### src/rtl/debounce_timer_sched.sv
// rtl/debounce_timer_sched.sv - one debounce down-counter time-shared by N_CH debouncer channels
// Define DBNC_SCHED_FIXED_PRIO_EN for fixed lowest-index-wins arbitration (default: round-robin).
module debounce_timer_sched #(
  parameter int N_CH            = 4,
  parameter int COUNT_W         = 16,
  parameter int DEBOUNCE_CYCLES = 50000
) (
  input  logic                    clk,
  input  logic                    rst,
  input  logic [N_CH-1:0]         timer_en,
  output logic [N_CH-1:0]         timer_done,
  output logic                    busy,
  output logic [$clog2(N_CH)-1:0] grant_id,
  output logic                    abort_pulse
);
  localparam int ID_W = $clog2(N_CH);
  localparam logic [COUNT_W-1:0] LOAD_VAL = COUNT_W'(DEBOUNCE_CYCLES - 1);

  typedef enum logic [1:0] {IDLE, COUNT, DONE} state_t;

  state_t             state_q, state_d;
  logic [COUNT_W-1:0] count_q, count_d;
  logic [ID_W-1:0]    grant_q, grant_d;
  logic [N_CH-1:0]    done_q, done_d;
  logic               busy_q, busy_d;
  logic               abort_q, abort_d;
  logic [ID_W-1:0]    winner;
`ifndef DBNC_SCHED_FIXED_PRIO_EN
  logic [ID_W-1:0]    last_q, last_d;
  logic [ID_W-1:0]    cand;
  logic               found;
`endif

  // Arbitration only matters in IDLE; non-owners are otherwise ignored.
  always_comb begin
    winner = '0;
`ifdef DBNC_SCHED_FIXED_PRIO_EN
    for (int i = N_CH - 1; i >= 0; i--) begin
      if (timer_en[i]) winner = ID_W'(i);
    end
`else
    found = 1'b0;
    cand  = '0;
    for (int off = 1; off <= N_CH; off++) begin
      cand = ID_W'((int'(last_q) + off) % N_CH);
      if (!found && timer_en[cand]) begin
        winner = cand;
        found  = 1'b1;
      end
    end
`endif
  end

  always_comb begin
    state_d = state_q;
    count_d = count_q;
    grant_d = grant_q;
    abort_d = 1'b0;
`ifndef DBNC_SCHED_FIXED_PRIO_EN
    last_d  = last_q;
`endif
    case (state_q)
      IDLE: begin
        if (|timer_en) begin
          grant_d = winner;
          count_d = LOAD_VAL;
          state_d = COUNT;
        end
      end
      COUNT: begin
        if (!timer_en[grant_q]) begin
          abort_d = 1'b1;
`ifndef DBNC_SCHED_FIXED_PRIO_EN
          last_d  = grant_q;
`endif
          state_d = IDLE;
        end else if (count_q == '0) begin
          state_d = DONE;
        end else begin
          count_d = count_q - COUNT_W'(1);
        end
      end
      DONE: begin
`ifndef DBNC_SCHED_FIXED_PRIO_EN
        last_d  = grant_q;
`endif
        state_d = IDLE;
      end
      default: state_d = IDLE;
    endcase
    // Outputs are precomputed from next state so they come straight from flops.
    busy_d = (state_d != IDLE);
    done_d = '0;
    if (state_d == DONE) done_d[grant_d] = 1'b1;
  end

  always_ff @(posedge clk) begin
    if (rst) begin
      state_q <= IDLE;
      count_q <= '0;
      grant_q <= '0;
      done_q  <= '0;
      busy_q  <= 1'b0;
      abort_q <= 1'b0;
`ifndef DBNC_SCHED_FIXED_PRIO_EN
      last_q  <= ID_W'(N_CH - 1);
`endif
    end else begin
      state_q <= state_d;
      count_q <= count_d;
      grant_q <= grant_d;
      done_q  <= done_d;
      busy_q  <= busy_d;
      abort_q <= abort_d;
`ifndef DBNC_SCHED_FIXED_PRIO_EN
      last_q  <= last_d;
`endif
    end
  end

  assign timer_done  = done_q;
  assign busy        = busy_q;
  assign grant_id    = grant_q;
  assign abort_pulse = abort_q;

endmodule

### config.mk
export PLATFORM = sky130hd
export DESIGN_NAME = debounce_timer_sched
export DESIGN_NICKNAME = d
export VERILOG_FILES = /design/src/rtl/debounce_timer_sched.sv
export SDC_FILE = /design/constraint.sdc
export NUM_CORES = 1
export LEC_CHECK = 0
export CORE_MARGIN = 2
export CORE_UTILIZATION = 59
export CTS_CLUSTER_SIZE = 12
export DETAILED_ROUTE_END_ITERATION = 10
export GPL_TIMING_DRIVEN = 1
export PLACE_DENSITY = 0.9
export SLEW_MARGIN = 20
export SYNTH_ARGS = -nofsm -noshare
export SYNTH_HDL_FRONTEND = slang
export SYNTH_SLANG_ARGS = --single-unit
### constraint.sdc
create_clock -name clk -period 4.65 [get_ports clk]
set_clock_uncertainty 0.05 [all_clocks]
set_input_delay 1.395 -clock clk [delete_from_list [all_inputs] [get_ports clk]]
set_output_delay 1.395 -clock clk [all_outputs]
set_load 0.02 [all_outputs]
==> report_table.html, run 1 <==
<table>
<tr><th>Metric</th><th>Value</th></tr>
<tr><th colspan="2">Run status</th></tr>
<tr><td>Outcome</td><td>finished clean</td></tr>
<tr><th colspan="2">Cells and area</th></tr>
<tr><td>Signed area change from the synthesized netlist to the final layout</td><td>13.8%</td></tr>
<tr><td>Number of nets at the end of the flow</td><td>171</td></tr>
<tr><td>Antenna Diode Count</td><td>0</td></tr>
<tr><td>Fraction of final layout cells sized beyond drive strength 1</td><td>0.0926</td></tr>
<tr><th colspan="2">CTS</th></tr>
<tr><td>Deepest level of the CTS H-tree</td><td>1</td></tr>
<tr><td>Source-to-sink clock delay at the later pin of the worst-skew pair</td><td>0.33 ns</td></tr>
<tr><td>CTS Buffer Depth</td><td>2</td></tr>
<tr><td>CTS tree</td><td>done</td></tr>
<tr><td>Clock sink count</td><td>28</td></tr>
<tr><td>Clk slew on worst S/H paths</td><td>0.14 ns</td></tr>
<tr><td>Root buf cell</td><td>clkbuf_4</td></tr>
<tr><td>Quantity of gates resized following cts</td><td>0</td></tr>
<tr><td>Number of clock buffers inserted by TritonCTS</td><td>3</td></tr>
<tr><td>Setup bufs post-CTS</td><td>0</td></tr>
<tr><td>Hold-fix buffers at CTS</td><td>0</td></tr>
<tr><th colspan="2">Run</th></tr>
<tr><td>Max-cap viol count</td><td>0</td></tr>
<tr><th colspan="2">Power</th></tr>
<tr><td>Clock share of power</td><td>0.292</td></tr>
<tr><td>Overall Power</td><td>0.542 mW</td></tr>
<tr><td>Net Sw Frac</td><td>0.282</td></tr>
<tr><td>Leakage power</td><td>0.550 nW</td></tr>
<tr><td>Cell-internal power</td><td>0.389 mW</td></tr>
<tr><td>Sequential fraction of design power</td><td>0.509</td></tr>
<tr><td>Worst IR Drop VDD</td><td>0.000231 V</td></tr>
<tr><td>Proportion of power drawn by combinational gates</td><td>0.200</td></tr>
<tr><td>NetSw</td><td>0.153 mW</td></tr>
<tr><td>Pwr/cell area</td><td>350 nW/um^2</td></tr>
<tr><th colspan="2">Yosys</th></tr>
<tr><td>Number of different library cells in the post-synthesis netlist</td><td>39</td></tr>
<tr><td>Seq/Total Area, Yosys</td><td>0.412</td></tr>
<tr><td>Most numerous cell types in the synthesized netlist</td><td>dfxtp_1 (28), a21oi_1 (13), nor2_1 (11)</td></tr>
<tr><td>EDFF count, synth</td><td>0</td></tr>
<tr><td>Number of instances in the synthesized netlist</td><td>148</td></tr>
<tr><td>Most area-hungry cell type in the Yosys netlist</td><td>dfxtp_1</td></tr>
<tr><td>Top area cells in the synthesized netlist</td><td>dfxtp_1 (41%), a21oi_1 (4.8%), xor2_1 (3.9%)</td></tr>
<tr><td>Fraction of post-synthesis cell area in the top cell type by area</td><td>0.412</td></tr>
<tr><td>Top_reg_cell synth</td><td>dfxtp_1</td></tr>
<tr><td>Count of warnings emitted by yosys</td><td>0</td></tr>
<tr><td>Cell with the most instances after synthesis</td><td>dfxtp_1</td></tr>
<tr><td>Total nets after synthesis</td><td>156</td></tr>
<tr><td>Netlist area before placement</td><td>1360 sq um</td></tr>
<tr><td>Average size of a mapped cell</td><td>9.19 sq um</td></tr>
<tr><td>Share of synthesized registers carrying an async set or reset</td><td>0</td></tr>
<tr><td>Register bit count reported by yosys</td><td>28</td></tr>
<tr><th colspan="2">Place</th></tr>
<tr><td>Last weighted congestion value of the routability-driven placer</td><td>0.844</td></tr>
<tr><td>Port Buffer Count</td><td>13</td></tr>
<tr><td>DP Wirelength</td><td>2310 microns</td></tr>
<tr><th colspan="2">Route</th></tr>
<tr><td>Remaining number of nets flagged by the antenna check after routing</td><td>0</td></tr>
<tr><td>Routed wire per std cell</td><td>16.7 microns</td></tr>
<tr><td>DR vias/cell</td><td>6.43</td></tr>
<tr><td>Wire length reported by the detailed router</td><td>3170 microns</td></tr>
<tr><td>Vias</td><td>1221</td></tr>
<tr><td>Length of the first detailed-routing pass in iterations</td><td>4</td></tr>
<tr><td>DRC marker count from the first detailed-route iteration</td><td>28</td></tr>
<tr><td>DRC violation count after routing</td><td>0</td></tr>
<tr><th colspan="2">Floorplan</th></tr>
<tr><td>Starting density of the core</td><td>0.621</td></tr>
<tr><td>Core Region</td><td>2190 sq um</td></tr>
<tr><td>Width of the chip</td><td>52.0 microns</td></tr>
<tr><td>I/O Pins</td><td>14</td></tr>
<tr><td>Cell row count</td><td>17</td></tr>
<tr><td>Die area</td><td>2710 sq um</td></tr>
<tr><td>DIE HEIGHT</td><td>52.0 microns</td></tr>
<tr><th colspan="2">Global routing</th></tr>
<tr><td>Number of global-route vias before repair</td><td>1175</td></tr>
<tr><td>Global-route wire length before repair</td><td>5200 microns</td></tr>
<tr><td>Number of antenna violations at the first check in global routing</td><td>0</td></tr>
<tr><td>Global route overflow</td><td>0</td></tr>
<tr><td>Overall routing resource usage</td><td>0.260</td></tr>
<tr><td>Maximum number of pins on one net before global-route repair</td><td>18</td></tr>
<tr><th colspan="2">Critical path</th></tr>
<tr><td>Cell Chain, Critical Path</td><td>clkdlybuf4s50_1, mux2i_1, o32ai_4, nand3_4, or4_1, a31oi_1</td></tr>
<tr><td>Critical path class</td><td>in -&gt; reg</td></tr>
<tr><td>Maximum fanout along the worst path</td><td>10</td></tr>
<tr><td>Worst reg-to-reg setup slack</td><td>2.41 ns</td></tr>
<tr><td>Reg2reg end</td><td>count_q[0]$_SDFFE_PP0P_</td></tr>
<tr><td>First element of the critical path</td><td>timer_en[3]</td></tr>
<tr><td>Worst Path Required</td><td>4.86 ns</td></tr>
<tr><td>Arrival time of the worst setup path</td><td>3.45 ns</td></tr>
<tr><td>Type of origin of the critical path</td><td>primary input</td></tr>
<tr><td>Reg-to-reg startpoint</td><td>count_q[12]$_SDFFE_PP0P_</td></tr>
<tr><td>Crit end category</td><td>flip-flop</td></tr>
<tr><td>Slowest cell on crit path</td><td>clkdlybuf4s50_1</td></tr>
<tr><td>Delay of the slowest cell on the worst path</td><td>0.55 ns</td></tr>
<tr><td>Worst R2R Path Depth</td><td>5</td></tr>
<tr><th colspan="2">Timing</th></tr>
<tr><td>RSZ-0062 raised after global routing</td><td>no</td></tr>
<tr><td>Setup violation total in the final timing report</td><td>0</td></tr>
<tr><td>Final Max Slew Viols</td><td>0</td></tr>
<tr><td>Total negative slack for setup checks</td><td>0 ns</td></tr>
<tr><td>Measured slew at the worst slew-check pin</td><td>0.926 ns</td></tr>
<tr><td>Number of failing hold endpoints at the final stage</td><td>0</td></tr>
<tr><td>Final clock period utilization by the worst path</td><td>0.698</td></tr>
<tr><td>Fmax achieved</td><td>0.308 GHz</td></tr>
<tr><td>Worst slew margin relative to its limit</td><td>0.377</td></tr>
<tr><td>Final period demand of the worst path</td><td>3.24 ns</td></tr>
<tr><th colspan="2">Hold path</th></tr>
<tr><td>Hold worst-path end</td><td>count_q[13]$_SDFFE_PP0P_</td></tr>
<tr><td>Class of the tightest hold or removal check</td><td>reg -&gt; reg</td></tr>
<tr><td>Start point of the worst hold path</td><td>count_q[13]$_SDFFE_PP0P_</td></tr>
<tr><td>Cell depth of the worst hold path</td><td>2</td></tr>
</table>
## cells in the final DEF, fill, tap and decap left out, drive strengths merged, types with 3 or more instances in the layout
cell type / instances
or3: 6
mux2i: 4
nor3b: 3
inv: 6
a31oi: 4
nand2b: 4
or2: 4
or4: 3
nor2: 11
o21ai: 6
clkbuf: 3
clkdlybuf4s50: 13
a21oi: 13
dfxtp: 28
nor4: 6
nand4: 5
nor3: 7
nand2: 6
xor2: 6
nand3: 4
## final cells by class
cell class                 instances  area, sq um
clock inverter                     1         30.0
timing repair buffer              13          130
multi-input combinational        111          747
clock buffer                       3         22.5
inverter                           6         22.5
sequential                        28          561
tap                               28         35.0
fill                             165          643
## metrics by stage
stage | hold slack [ns] | utilization | setup slack (ns) | cell area, sq um | cells
detailed placement | 0.446 | 0.682 | 1.06 | 1500 | 186
global placement | 0.412 | 0.682 | 1.17 | 1500 | 186
global route | 0.491 | 0.706 | 1.27 | 1550 | 190
finish | 0.461 | 0.706 | 1.41 | 1550 | 190
floorplan | 0.404 | - | 1.84 | 1360 | 148
CTS | 0.466 | 0.706 | 1.40 | 1550 | 190
## worst max-delay path, delay by kind of cell
family	cells	cell delay [ns]
compound gates	2	0.64
buf+inv	1	0.55
mux	1	0.16
simple gates	2	0.70
## power groups by stage
| stage | clock (mW) | sequential (mW) | combinational [mW] |
|---|---|---|---|
| detailed placement | 0 | 0.279 | 0.106 |
| finish | 0.158 | 0.276 | 0.108 |
| floorplan | 0 | 0.279 | 0.0741 |
| CTS | 0.160 | 0.275 | 0.107 |
| global route | 0.167 | 0.277 | 0.119 |
| global placement | 0 | 0.278 | 0.100 |
## cells by family after synthesis
kind of cell | share of synthesized area
AO/OA/AOI/OAI | 0.163
flip-flops | 0.412
multiplexers | 0.0294
adder cells (fa/ha/maj) | 0.0184
buffers and inverters | 0.0386
AND/OR/NAND/NOR | 0.300
XOR/XNOR | 0.0386
## flip-flops by register name (all words and copies together) (netlist names)
signal	count
timer_done	4
grant_id	2
state_q	2
count_q	16
last_q	2
abort_pulse	1
busy	1
## routing by layer
metal / track usage / share of wire / up-vias
met5: 0 / 0 / -
met4: 0.149 / 0.041 / 0
met3: 0.0431 / 0.042 / 16
met2: 0.460 / 0.51 / 43
met1: 0.290 / 0.40 / 577
li1: - / - / 585
## worst max path at each step
stage	endpoint	slack, ns	cells past startpoint
after CTS	count_q[15]$_SDFFE_PP0P_	1.40	6
after detailed placement	count_q[15]$_SDFFE_PP0P_	1.06	6
final	count_q[15]$_SDFFE_PP0P_	1.41	6
after floorplan	count_q[15]$_SDFFE_PP0P_	1.84	5
after global routing	count_q[15]$_SDFFE_PP0P_	1.27	6
after global placement	count_q[15]$_SDFFE_PP0P_	1.17	6
Note: power is estimated with default switching activity, not from simulation.
==> run 2: changes to the inputs <==
Settings changed: CORE_UTILIZATION 59 to 49, PLACE_DENSITY 0.9 to 0.81.
Clock period 4.65 ns to 2.8 ns, I/O delays scaled along.
==> report_table.html, run 2 (synthesized netlist as in run 1, its figures left out) <==
<table>
<tr><th>Metric</th><th>Value</th></tr>
<tr><th colspan="2">Timing</th></tr>
<tr><td>RSZ-0062 raised after global routing</td><td>no</td></tr>
<tr><td>Setup violation total in the final timing report</td><td>0</td></tr>
<tr><td>Worst slew margin relative to its limit</td><td>0.645</td></tr>
<tr><td>Final clock period utilization by the worst path</td><td>0.874</td></tr>
<tr><td>Post-route worst hold slack</td><td>0.449 ns</td></tr>
<tr><td>Measured slew at the worst slew-check pin</td><td>0.528 ns</td></tr>
<tr><td>Total negative slack for setup checks</td><td>0 ns</td></tr>
<tr><td>Min setup slack post-route</td><td>0.352 ns</td></tr>
<tr><td>Final period demand of the worst path</td><td>2.45 ns</td></tr>
<tr><td>Final Max Slew Viols</td><td>0</td></tr>
<tr><td>Number of failing hold endpoints at the final stage</td><td>0</td></tr>
<tr><td>Fmax achieved</td><td>0.409 GHz</td></tr>
<tr><th colspan="2">Power</th></tr>
<tr><td>Proportion of power drawn by combinational gates</td><td>0.208</td></tr>
<tr><td>Cell-internal power</td><td>0.658 mW</td></tr>
<tr><td>Overall Power</td><td>0.913 mW</td></tr>
<tr><td>Sequential fraction of design power</td><td>0.500</td></tr>
<tr><td>Clock share of power</td><td>0.293</td></tr>
<tr><td>Leakage power</td><td>0.589 nW</td></tr>
<tr><td>NetSw</td><td>0.255 mW</td></tr>
<tr><td>Pwr/cell area</td><td>566 nW/um^2</td></tr>
<tr><td>Worst IR Drop VDD</td><td>0.000433 V</td></tr>
<tr><td>Net Sw Frac</td><td>0.279</td></tr>
<tr><th colspan="2">CTS</th></tr>
<tr><td>Setup bufs post-CTS</td><td>0</td></tr>
<tr><td>Hold-fix buffers at CTS</td><td>0</td></tr>
<tr><td>CTS Buffer Depth</td><td>2</td></tr>
<tr><td>Quantity of gates resized following cts</td><td>0</td></tr>
<tr><td>Clk slew on worst S/H paths</td><td>0.16 ns</td></tr>
<tr><td>Source-to-sink clock delay at the later pin of the worst-skew pair</td><td>0.34 ns</td></tr>
<tr><td>Root buf cell</td><td>clkbuf_4</td></tr>
<tr><td>Number of clock buffers inserted by TritonCTS</td><td>3</td></tr>
<tr><td>Clock sink count</td><td>28</td></tr>
<tr><td>CTS tree</td><td>done</td></tr>
<tr><td>Deepest level of the CTS H-tree</td><td>1</td></tr>
<tr><th colspan="2">Floorplan</th></tr>
<tr><td>Width of the chip</td><td>56.7 microns</td></tr>
<tr><td>I/O Pins</td><td>14</td></tr>
<tr><td>Die area</td><td>3210 sq um</td></tr>
<tr><td>DIE HEIGHT</td><td>56.7 microns</td></tr>
<tr><td>Core Region</td><td>2690 sq um</td></tr>
<tr><td>Starting density of the core</td><td>0.506</td></tr>
<tr><td>Cell row count</td><td>19</td></tr>
<tr><th colspan="2">Cells and area</th></tr>
<tr><td>Most common cell after layout, fill and taps aside</td><td>dfxtp_1</td></tr>
<tr><td>Largest register FFs</td><td>16</td></tr>
<tr><td>Fin cells</td><td>201</td></tr>
<tr><td>Signed area change from the synthesized netlist to the final layout</td><td>18.5%</td></tr>
<tr><td>Commonest cells after routing, fill and taps aside</td><td>dfxtp_1 (28), a21oi_1 (13), clkdlybuf4s50_1 (13), nor2_1 (11), buf_4 (8)</td></tr>
<tr><td>Number of nets at the end of the flow</td><td>179</td></tr>
<tr><td>Final core area utilization</td><td>0.600</td></tr>
<tr><td>Fraction of final layout cells sized beyond drive strength 1</td><td>0.135</td></tr>
<tr><td>Antenna Diode Count</td><td>0</td></tr>
<tr><td>Largest register by flop count</td><td>count_q</td></tr>
<tr><td>Finished layout cell area</td><td>1610 sq um</td></tr>
<tr><th colspan="2">Global routing</th></tr>
<tr><td>Maximum number of pins on one net before global-route repair</td><td>17</td></tr>
<tr><td>Global-route wire length before repair</td><td>5230 microns</td></tr>
<tr><td>Number of global-route vias before repair</td><td>1138</td></tr>
<tr><td>Overall routing resource usage</td><td>0.202</td></tr>
<tr><td>Global route overflow</td><td>0</td></tr>
<tr><td>Number of antenna violations at the first check in global routing</td><td>0</td></tr>
<tr><th colspan="2">Critical path</th></tr>
<tr><td>Critical path class</td><td>in -&gt; reg</td></tr>
<tr><td>Crit end category</td><td>flip-flop</td></tr>
<tr><td>Maximum fanout along the worst path</td><td>8</td></tr>
<tr><td>Type of origin of the critical path</td><td>primary input</td></tr>
<tr><td>Worst Path Required</td><td>3.03 ns</td></tr>
<tr><td>Arrival time of the worst setup path</td><td>2.68 ns</td></tr>
<tr><td>Worst reg-to-reg setup slack</td><td>0.66 ns</td></tr>
<tr><th colspan="2">Place</th></tr>
<tr><td>Last weighted congestion value of the routability-driven placer</td><td>0.883</td></tr>
<tr><td>DP Cell Count</td><td>197</td></tr>
<tr><td>Port Buffer Count</td><td>13</td></tr>
<tr><td>DP Wirelength</td><td>2260 microns</td></tr>
<tr><td>Cell Area, Placed</td><td>1560 sq um</td></tr>
<tr><td>Minimum setup slack after placement</td><td>0.0117 ns</td></tr>
<tr><th colspan="2">Route</th></tr>
<tr><td>Remaining number of nets flagged by the antenna check after routing</td><td>0</td></tr>
<tr><td>Routed wire per std cell</td><td>14.9 microns</td></tr>
<tr><td>DRC marker count from the first detailed-route iteration</td><td>75</td></tr>
<tr><td>Vias</td><td>1195</td></tr>
<tr><td>DRC violation count after routing</td><td>0</td></tr>
<tr><td>DR vias/cell</td><td>5.95</td></tr>
<tr><td>Wire length reported by the detailed router</td><td>3000 microns</td></tr>
<tr><td>Length of the first detailed-routing pass in iterations</td><td>4</td></tr>
<tr><th colspan="2">Run status</th></tr>
<tr><td>Outcome</td><td>finished clean</td></tr>
<tr><th colspan="2">Hold path</th></tr>
<tr><td>Class of the tightest hold or removal check</td><td>reg -&gt; reg</td></tr>
<tr><th colspan="2">Run</th></tr>
<tr><td>Max-cap viol count</td><td>0</td></tr>
</table>
[run 2: changes by cell type in the layout (fill, tap and decap cells not counted)]
cell / previous run / this run
buf_4: 0 / 8
[run 2: path summary, 6_finish.rpt]
kind,from,endpoint,cells past startpoint
worst max-delay path,timer_en[3],count_q[12]$_SDFFE_PP0P_,7
worst min-delay path,count_q[13]$_SDFFE_PP0P_,count_q[13]$_SDFFE_PP0P_,2
worst max register to register,count_q[12]$_SDFFE_PP0P_,count_q[4]$_SDFFE_PP0P_,6
worst min register to register,count_q[13]$_SDFFE_PP0P_,count_q[13]$_SDFFE_PP0P_,2
[run 2: worst max-delay path, cell delays in order]
cell and delay (ns):
clkdlybuf4s50_1 0.48, mux2i_1 0.13, o32ai_4 0.34, buf_4 0.21, nand3_1 0.13, or3_1 0.38, a21oi_1 0.16
[run 2: metal layers]
metal / up-vias / routed length, microns / track usage
met5: - / 0 / 0
met4: 0 / 60 / 0.0612
met3: 7 / 117 / 0.0253
met2: 30 / 1530 / 0.365
met1: 564 / 1290 / 0.246
li1: 594 / - / -
[run 2: layout make-up]
class / instances / area, sq um
fill: 250 / 1070
multi-input combinational: 111 / 747
sequential: 28 / 561
timing repair buffer: 21 / 190
tap: 31 / 38.8
clock inverter: 1 / 30.0
clock buffer: 3 / 22.5
inverter: 6 / 22.5
[run 2: power groups by stage]
stage	clock network (mW)	logic, mW	registers [mW]
finish	0.267	0.189	0.456
global route	0.287	0.211	0.460
CTS	0.269	0.189	0.455
detailed placement	0	0.187	0.464
global placement	0	0.181	0.462
floorplan	0	0.123	0.464
